===== src/rtl/timer_bank_pkg.sv =====
// Shared definitions for the timer_bank peripheral: register offsets within a
// channel, CTRL bit positions and the CTRL register layout.
package timer_bank_pkg;

  localparam logic [1:0] REG_CMP    = 2'd0;
  localparam logic [1:0] REG_COUNT  = 2'd1;
  localparam logic [1:0] REG_CTRL   = 2'd2;
  localparam logic [1:0] REG_STATUS = 2'd3;

  localparam int CTRL_EN_BIT  = 0;
  localparam int CTRL_PER_BIT = 1;
  localparam int CTRL_IRQ_BIT = 2;

  typedef struct packed {
    logic irq_en;
    logic periodic;
    logic enable;
  } ctrl_t;

  // Expand the four byte enables into a 32-bit write mask.
  function automatic logic [31:0] be_to_mask(input logic [3:0] be);
    logic [31:0] m;
    for (int i = 0; i < 4; i++) begin
      m[8*i +: 8] = {8{be[i]}};
    end
    return m;
  endfunction

endpackage


===== src/rtl/timer_channel.sv =====
// One timer channel: counter, compare, control and sticky match flag.
// Bus decode lives in timer_bank; this block only sees per-register strobes.
module timer_channel
  import timer_bank_pkg::*;
#(
  parameter int CNT_W = 32
) (
  input  logic             clk,
  input  logic             rst,
  input  logic             cmp_we,
  input  logic [CNT_W-1:0] cmp_wdata,
  input  logic [CNT_W-1:0] cmp_wmask,
  input  logic             ctrl_we,
  input  logic [2:0]       ctrl_wdata,
  input  logic             flag_clr,
  output logic [CNT_W-1:0] count,
  output logic [CNT_W-1:0] cmp,
  output logic [2:0]       ctrl,
  output logic             flag
);

  logic [CNT_W-1:0] count_reg, count_next;
  logic [CNT_W-1:0] cmp_reg, cmp_next;
  ctrl_t            ctrl_reg, ctrl_next;
  logic             flag_reg, flag_next;

  ctrl_t wr_ctrl;
  logic  step;
  logic  hit;
  logic  per_eff;

  assign wr_ctrl = ctrl_t'(ctrl_wdata);

  // A counting step is suppressed by a CMP write or by a CTRL write that
  // disables the channel; a CTRL write that keeps it enabled does not slip.
  assign step    = ctrl_reg.enable && (cmp_reg != '0) && !cmp_we
                   && !(ctrl_we && !wr_ctrl.enable);
  assign hit     = step && (count_reg == cmp_reg - CNT_W'(1));
  assign per_eff = ctrl_we ? wr_ctrl.periodic : ctrl_reg.periodic;

  always_comb begin
    count_next = count_reg;
    cmp_next   = cmp_reg;
    ctrl_next  = ctrl_reg;
    flag_next  = flag_reg;

    if (flag_clr) flag_next = 1'b0;
    if (ctrl_we)  ctrl_next = wr_ctrl;

    if (cmp_we) begin
      cmp_next   = (cmp_reg & ~cmp_wmask) | (cmp_wdata & cmp_wmask);
      count_next = '0;
      flag_next  = 1'b0;
    end else if (ctrl_we && wr_ctrl.enable && !ctrl_reg.enable) begin
      count_next = '0;
    end else if (step) begin
      if (hit) begin
        // Set is evaluated after the clear so it wins on the same edge.
        flag_next = 1'b1;
        if (per_eff) begin
          count_next = '0;
        end else begin
          count_next       = cmp_reg;
          ctrl_next.enable = 1'b0;
        end
      end else begin
        count_next = count_reg + CNT_W'(1);
      end
    end
  end

  always_ff @(posedge clk or negedge rst) begin
    if (!rst) begin
      count_reg <= '0;
      cmp_reg   <= '0;
      ctrl_reg  <= '0;
      flag_reg  <= 1'b0;
    end else begin
      count_reg <= count_next;
      cmp_reg   <= cmp_next;
      ctrl_reg  <= ctrl_next;
      flag_reg  <= flag_next;
    end
  end

  assign count = count_reg;
  assign cmp   = cmp_reg;
  assign ctrl  = ctrl_reg;
  assign flag  = flag_reg;

endmodule


===== src/rtl/timer_bank.sv =====
// Multi-channel timer peripheral on the vproc data-memory bus: address decode,
// NUM_CH timer_channel instances and a one-cycle registered response.
module timer_bank
  import timer_bank_pkg::*;
#(
  parameter int          NUM_CH    = 4,
  parameter int          CNT_W     = 32,
  parameter logic [31:0] BASE_ADDR = 32'h0000_0200
) (
  input  logic              clk,
  input  logic              rst,
  input  logic              vproc_mem_req_o,
  input  logic [31:0]       vproc_mem_addr_o,
  input  logic              vproc_mem_we_o,
  input  logic [3:0]        vproc_mem_be_o,
  input  logic [31:0]       vproc_mem_wdata_o,
  output logic              vproc_mem_rvalid_i,
  output logic              vproc_mem_err_i,
  output logic [31:0]       vproc_mem_rdata_i,
  output logic [NUM_CH-1:0] timer_irq
);

  localparam int          CH_IDX_W = (NUM_CH > 1) ? $clog2(NUM_CH) : 1;
  localparam logic [31:0] SPAN     = 32'(4 * NUM_CH);

  logic [31:0]         off;
  logic                in_range;
  logic [CH_IDX_W-1:0] ch_idx;
  logic [1:0]          reg_k;
  logic                acc_err;
  logic [31:0]         wmask;
  logic [2:0]          wr_ctrl;

  logic [CNT_W-1:0] count_arr [NUM_CH];
  logic [CNT_W-1:0] cmp_arr   [NUM_CH];
  logic [2:0]       ctrl_arr  [NUM_CH];
  logic [NUM_CH-1:0] flag_vec;
  logic [NUM_CH-1:0] irq_en_vec;

  logic [31:0] rd_word;
  logic        rvalid_reg, rvalid_next;
  logic        err_reg, err_next;
  logic [31:0] rdata_reg, rdata_next;

  assign off      = vproc_mem_addr_o - BASE_ADDR;
  assign in_range = (vproc_mem_addr_o >= BASE_ADDR) && (off < SPAN);
  assign ch_idx   = off[CH_IDX_W+1:2];
  assign reg_k    = off[1:0];
  assign acc_err  = !in_range || (vproc_mem_we_o && reg_k == REG_COUNT);
  assign wmask    = be_to_mask(vproc_mem_be_o);
  assign wr_ctrl  = {vproc_mem_wdata_o[CTRL_IRQ_BIT], vproc_mem_wdata_o[CTRL_PER_BIT],
                     vproc_mem_wdata_o[CTRL_EN_BIT]};

  generate
    for (genvar gi = 0; gi < NUM_CH; gi++) begin : g_ch
      logic ch_wr;
      assign ch_wr = vproc_mem_req_o && vproc_mem_we_o && !acc_err
                     && (ch_idx == CH_IDX_W'(gi));

      timer_channel #(.CNT_W(CNT_W)) u_ch (
        .clk        (clk),
        .rst        (rst),
        .cmp_we     (ch_wr && reg_k == REG_CMP),
        .cmp_wdata  (vproc_mem_wdata_o[CNT_W-1:0]),
        .cmp_wmask  (wmask[CNT_W-1:0]),
        .ctrl_we    (ch_wr && reg_k == REG_CTRL && vproc_mem_be_o[0]),
        .ctrl_wdata (wr_ctrl),
        .flag_clr   (ch_wr && reg_k == REG_STATUS && vproc_mem_be_o[0]
                     && vproc_mem_wdata_o[0]),
        .count      (count_arr[gi]),
        .cmp        (cmp_arr[gi]),
        .ctrl       (ctrl_arr[gi]),
        .flag       (flag_vec[gi])
      );

      assign irq_en_vec[gi] = ctrl_arr[gi][CTRL_IRQ_BIT];
    end
  endgenerate

  // Reads observe register state from before the request edge.
  always_comb begin
    rd_word = '0;
    for (int i = 0; i < NUM_CH; i++) begin
      if (ch_idx == CH_IDX_W'(i)) begin
        case (reg_k)
          REG_CMP:   rd_word = 32'(cmp_arr[i]);
          REG_COUNT: rd_word = 32'(count_arr[i]);
          REG_CTRL:  rd_word = {29'b0, ctrl_arr[i]};
          default:   rd_word = {31'b0, flag_vec[i]};
        endcase
      end
    end
  end

  always_comb begin
    rvalid_next = vproc_mem_req_o;
    err_next    = vproc_mem_req_o && acc_err;
    rdata_next  = (vproc_mem_req_o && !acc_err && !vproc_mem_we_o) ? rd_word : '0;
  end

  always_ff @(posedge clk or negedge rst) begin
    if (!rst) begin
      rvalid_reg <= 1'b0;
      err_reg    <= 1'b0;
      rdata_reg  <= '0;
    end else begin
      rvalid_reg <= rvalid_next;
      err_reg    <= err_next;
      rdata_reg  <= rdata_next;
    end
  end

  assign vproc_mem_rvalid_i = rvalid_reg;
  assign vproc_mem_err_i    = err_reg;
  assign vproc_mem_rdata_i  = rdata_reg;
  assign timer_irq          = flag_vec & irq_en_vec;

endmodule


===== config.mk =====
export PLATFORM = sky130hd
export DESIGN_NAME = timer_bank
export DESIGN_NICKNAME = d
export VERILOG_FILES = /design/src/rtl/timer_bank_pkg.sv /design/src/rtl/timer_channel.sv /design/src/rtl/timer_bank.sv
export SDC_FILE = /design/constraint.sdc
export NUM_CORES = 1
export LEC_CHECK = 0
export BUFFER_PORTS_ARGS = -buffer_cell sky130_fd_sc_hd__buf_4
export CORE_MARGIN = 2
export CORE_UTILIZATION = 39
export CTS_CLUSTER_SIZE = 10
export DETAILED_ROUTE_END_ITERATION = 10
export GPL_TIMING_DRIVEN = 1
export SLEW_MARGIN = 20
export SYNTH_ARGS = -nofsm -noshare
export SYNTH_HDL_FRONTEND = slang
export SYNTH_SLANG_ARGS = --single-unit
export TNS_END_PERCENT = 10

===== constraint.sdc =====
create_clock -name clk -period 4.4 [get_ports clk]
set_input_delay 0.22 -clock clk [delete_from_list [all_inputs] [get_ports clk]]
set_output_delay 0.22 -clock clk [all_outputs]
set_load 0.005 [all_outputs]

==> metrics.cfg <==
[power_and_ir_drop]
comb_power_share_pct=6.2
leakage_nw=11.9
pwr-share-seq_pct=42.7
total_power_mw=6.59
p_switching_mw=1.61
vdd_drop_max_uv=233
clkPwrFrac_pct=51.1
swShare_pct=24.4
power.internal_mw=4.98
p_per_area_nw_per_um2=249

[sta]
finalCritPeriodShare_pct=96.6
finClkSkew_ps=24.1
setup_violations=0
finalSetupTns_ps=0
hold_viol=0
worst_pin_slew_ps=1030
period_minus_slack_ps=4250
max_clock_freq_mhz=235
slew_headroom_pct=31.2
slew_violations=0
rsz0062_at_grt=no

[cells_and_area]
layout.nets=2802
nFillCells=5594
diodes=0
drive_above_1_share_pct=18.8
area_delta_synth_final_pct=16.3

[setup_path]
path_delay_family=simple AND/OR/NAND/NOR gates
critPathMaxStageDelay_ps=570
crit_slowest_cell=nor3_1
path_buf_inv=2
criticalPathCategory=reg2reg
critPathMaxFanout=16
crit_arrival_ps=4700
cp-start-kind=flip-flop
required_ps=4840
crit_chain=inv_1 -> ha_1 -> nand2b_1 -> or4_1 -> a2111oi_0 -> buf_4 -> nand2_1 -> nor3_1 -> nand3_2 -> a31oi_1 -> nor2_1 -> a211o_1
end_kind=flip-flop

[synthesis]
synth_area_um2=22700
yosysSeqAreaShare_pct=33.7
ys.flop_type=dfrtp_1
syn_area_per_cell_um2=8.75
syn_nets=2685
synth_top_cell_by_area=dfrtp_1
synth_top_area_share_pct=33.7
synthArstFlopShare_pct=100
ys_warn_count=0
synth.distinct_cells=99
synth.most_common_cell=dfrtp_1
synth-edff-count=0
syn_inst=2600
synthTopCellsByCount=dfrtp_1 (306), nand2_1 (206), nor2_1 (179)
synth_area_leaders=dfrtp_1 (34%), mux2_2 (6.7%), xnor2_1 (3.9%), mux2i_1 (3.7%), nand2_1 (3.4%)
ys_seq_elements=306

[placed_design]
io_buffers=109
hpwl_mm=65.5
place.gp.congestion=0.985

[global_route]
grt_usage_pct=28.6
grt_overflow=0
grt_use_met3_pct=4.09
grt_pass1_vias=21000
antenna_found_initial=1
grt_use_met1_pct=39.9
grt_pass1_wl_mm=132
grt_use_met2_pct=43.0
grt_max_degree=100
grt.busiest_layer=met2

[route]
drtIter0Drc=2351
vias=22000
route.detailed.drc=0
avgViaCountPerCell=6.27
ant_nets=0
dr.pass1.iters=6
wl_mm=87.1
wl_per_cell_um=24.8

[clock_network]
root_buffer=clkbuf_16
clockBufferDepth=3
postCtsSetupRepairBufs=0
h-tree-depth=2
clk_pin_slew_ps=60
clk-insertion-delay-late_ps=570
numCtsBuffers=41
clock-sinks=306
cts_tree=yes

[run_status]
status=complete, no violations

[die]
fp.dieW_um=245
die_area_um2=60300
start_util_pct=39.4
ios=110
coreArea_um2=57700
core.rowCount=88
die_h_um=245

[hold_path]
hold_class=in2reg

[run]
drv_cap=0

==> routing by layer <==
metal  vias up  part of all wire (%)
li1       9857                     -
met5         -                     0
met1     10900                    44
met4         0                   5.5
met3       196                   7.4
met2      1001                    43
==> power by group through the flow <==
stage          Combinational [mW]  Clock, mW  Sequential [mW]
2_1_floorplan               0.148          0             2.87
3_3_place_gp                0.381          0             2.87
3_5_place_dp                0.384          0             2.87
4_1_cts                     0.409       3.41             2.82
5_1_grt                     0.433       3.52             2.81
6_report                    0.405       3.37             2.82
==> through the flow <==
step	util (%)	cells	hold WS [ps]	area [um^2]	setup WS [ps]
global placement	43.0	3407	264	24800	345
global route	45.8	3507	11.9	26500	14.4
CTS	45.8	3507	2.45	26400	304
detailed placement	43.0	3407	266	24800	316
floorplan	-	2600	-75.6	22700	589
finish	45.8	3507	29.3	26500	148
==> cell usage in the layout (no fill, tap or decap), types with 33 or more instances in the layout <==
| cell | Yosys | layout |
|---|---|---|
| xor2_1 | 51 | 51 |
| nand2_1 | 206 | 206 |
| and3_1 | 33 | 33 |
| inv_1 | 95 | 95 |
| a31oi_1 | 44 | 44 |
| mux2i_1 | 85 | 85 |
| nor2_1 | 179 | 177 |
| xnor2_1 | 100 | 100 |
| nor4_1 | 55 | 54 |
| o21ai_1 | 56 | 56 |
| nand4_1 | 40 | 40 |
| mux2_2 | 135 | 135 |
| buf_4 | 6 | 221 |
| nor3_1 | 127 | 126 |
| o21ai_0 | 110 | 110 |
| dfrtp_1 | 306 | 306 |
| a21oi_1 | 93 | 93 |
| clkbuf_16 | 0 | 43 |
| nand3_1 | 96 | 96 |
| nor2b_1 | 42 | 42 |
| mux4_2 | 33 | 33 |
==> worst paths after layout <==
| check | from | to | slack [ps] | cells after the start |
|---|---|---|---|---|
| min in group asynchronous | rst | asynchronous set/reset pin | 260 | 2 |
| max | flip-flop | g_ch[2].u_ch.count[20]$_DFFE_PN0P_ | 150 | 12 |
| max in group asynchronous | rst | g_ch[0].u_ch.ctrl[1]$_DFFE_PN0N_ | 2980 | 3 |
| max reg2reg | flip-flop | g_ch[2].u_ch.count[20]$_DFFE_PN0P_ | 150 | 12 |
| min reg2reg | g_ch[1].u_ch.ctrl[2]$_DFFE_PN0N_ | g_ch[1].u_ch.ctrl[2]$_DFFE_PN0N_ | 490 | 2 |
| min | vproc_mem_wdata_o[8] | flip-flop | 30 | 2 |
==> logic make-up after synthesis <==
logic type / count (synthesis) / share of synthesized area (%)
multiplexers: 254 / 13.7
adder cells (fa/ha/maj): 13 / 0.715
AND/OR/NAND/NOR: 1000 / 23.6
AO/OA/AOI/OAI: 591 / 17.4
flip-flops: 306 / 33.7
XOR/XNOR: 152 / 5.91
buffers and inverters: 284 / 4.94
==> layout make-up <==
| class | count | area (um^2) | area share [%] |
|---|---|---|---|
| tap | 765 | 957 | 3.62 |
| inverter | 95 | 357 | 1.35 |
| sequential | 306 | 7660 | 28.9 |
| multi-input combinational | 2010 | 14000 | 52.9 |
| clock buffer | 59 | 1220 | 4.60 |
| clock inverter | 9 | 104 | 0.393 |
| timing repair buffer | 263 | 2170 | 8.19 |
==> what timing repair did <==
action,4_1_cts,5_1_grt
endpoints found under the hold margin,182,0
resized for setup,0,2
hold buffers,32,0
setup endpoints to repair,0,2
Power figures use the tool's default switching activity.
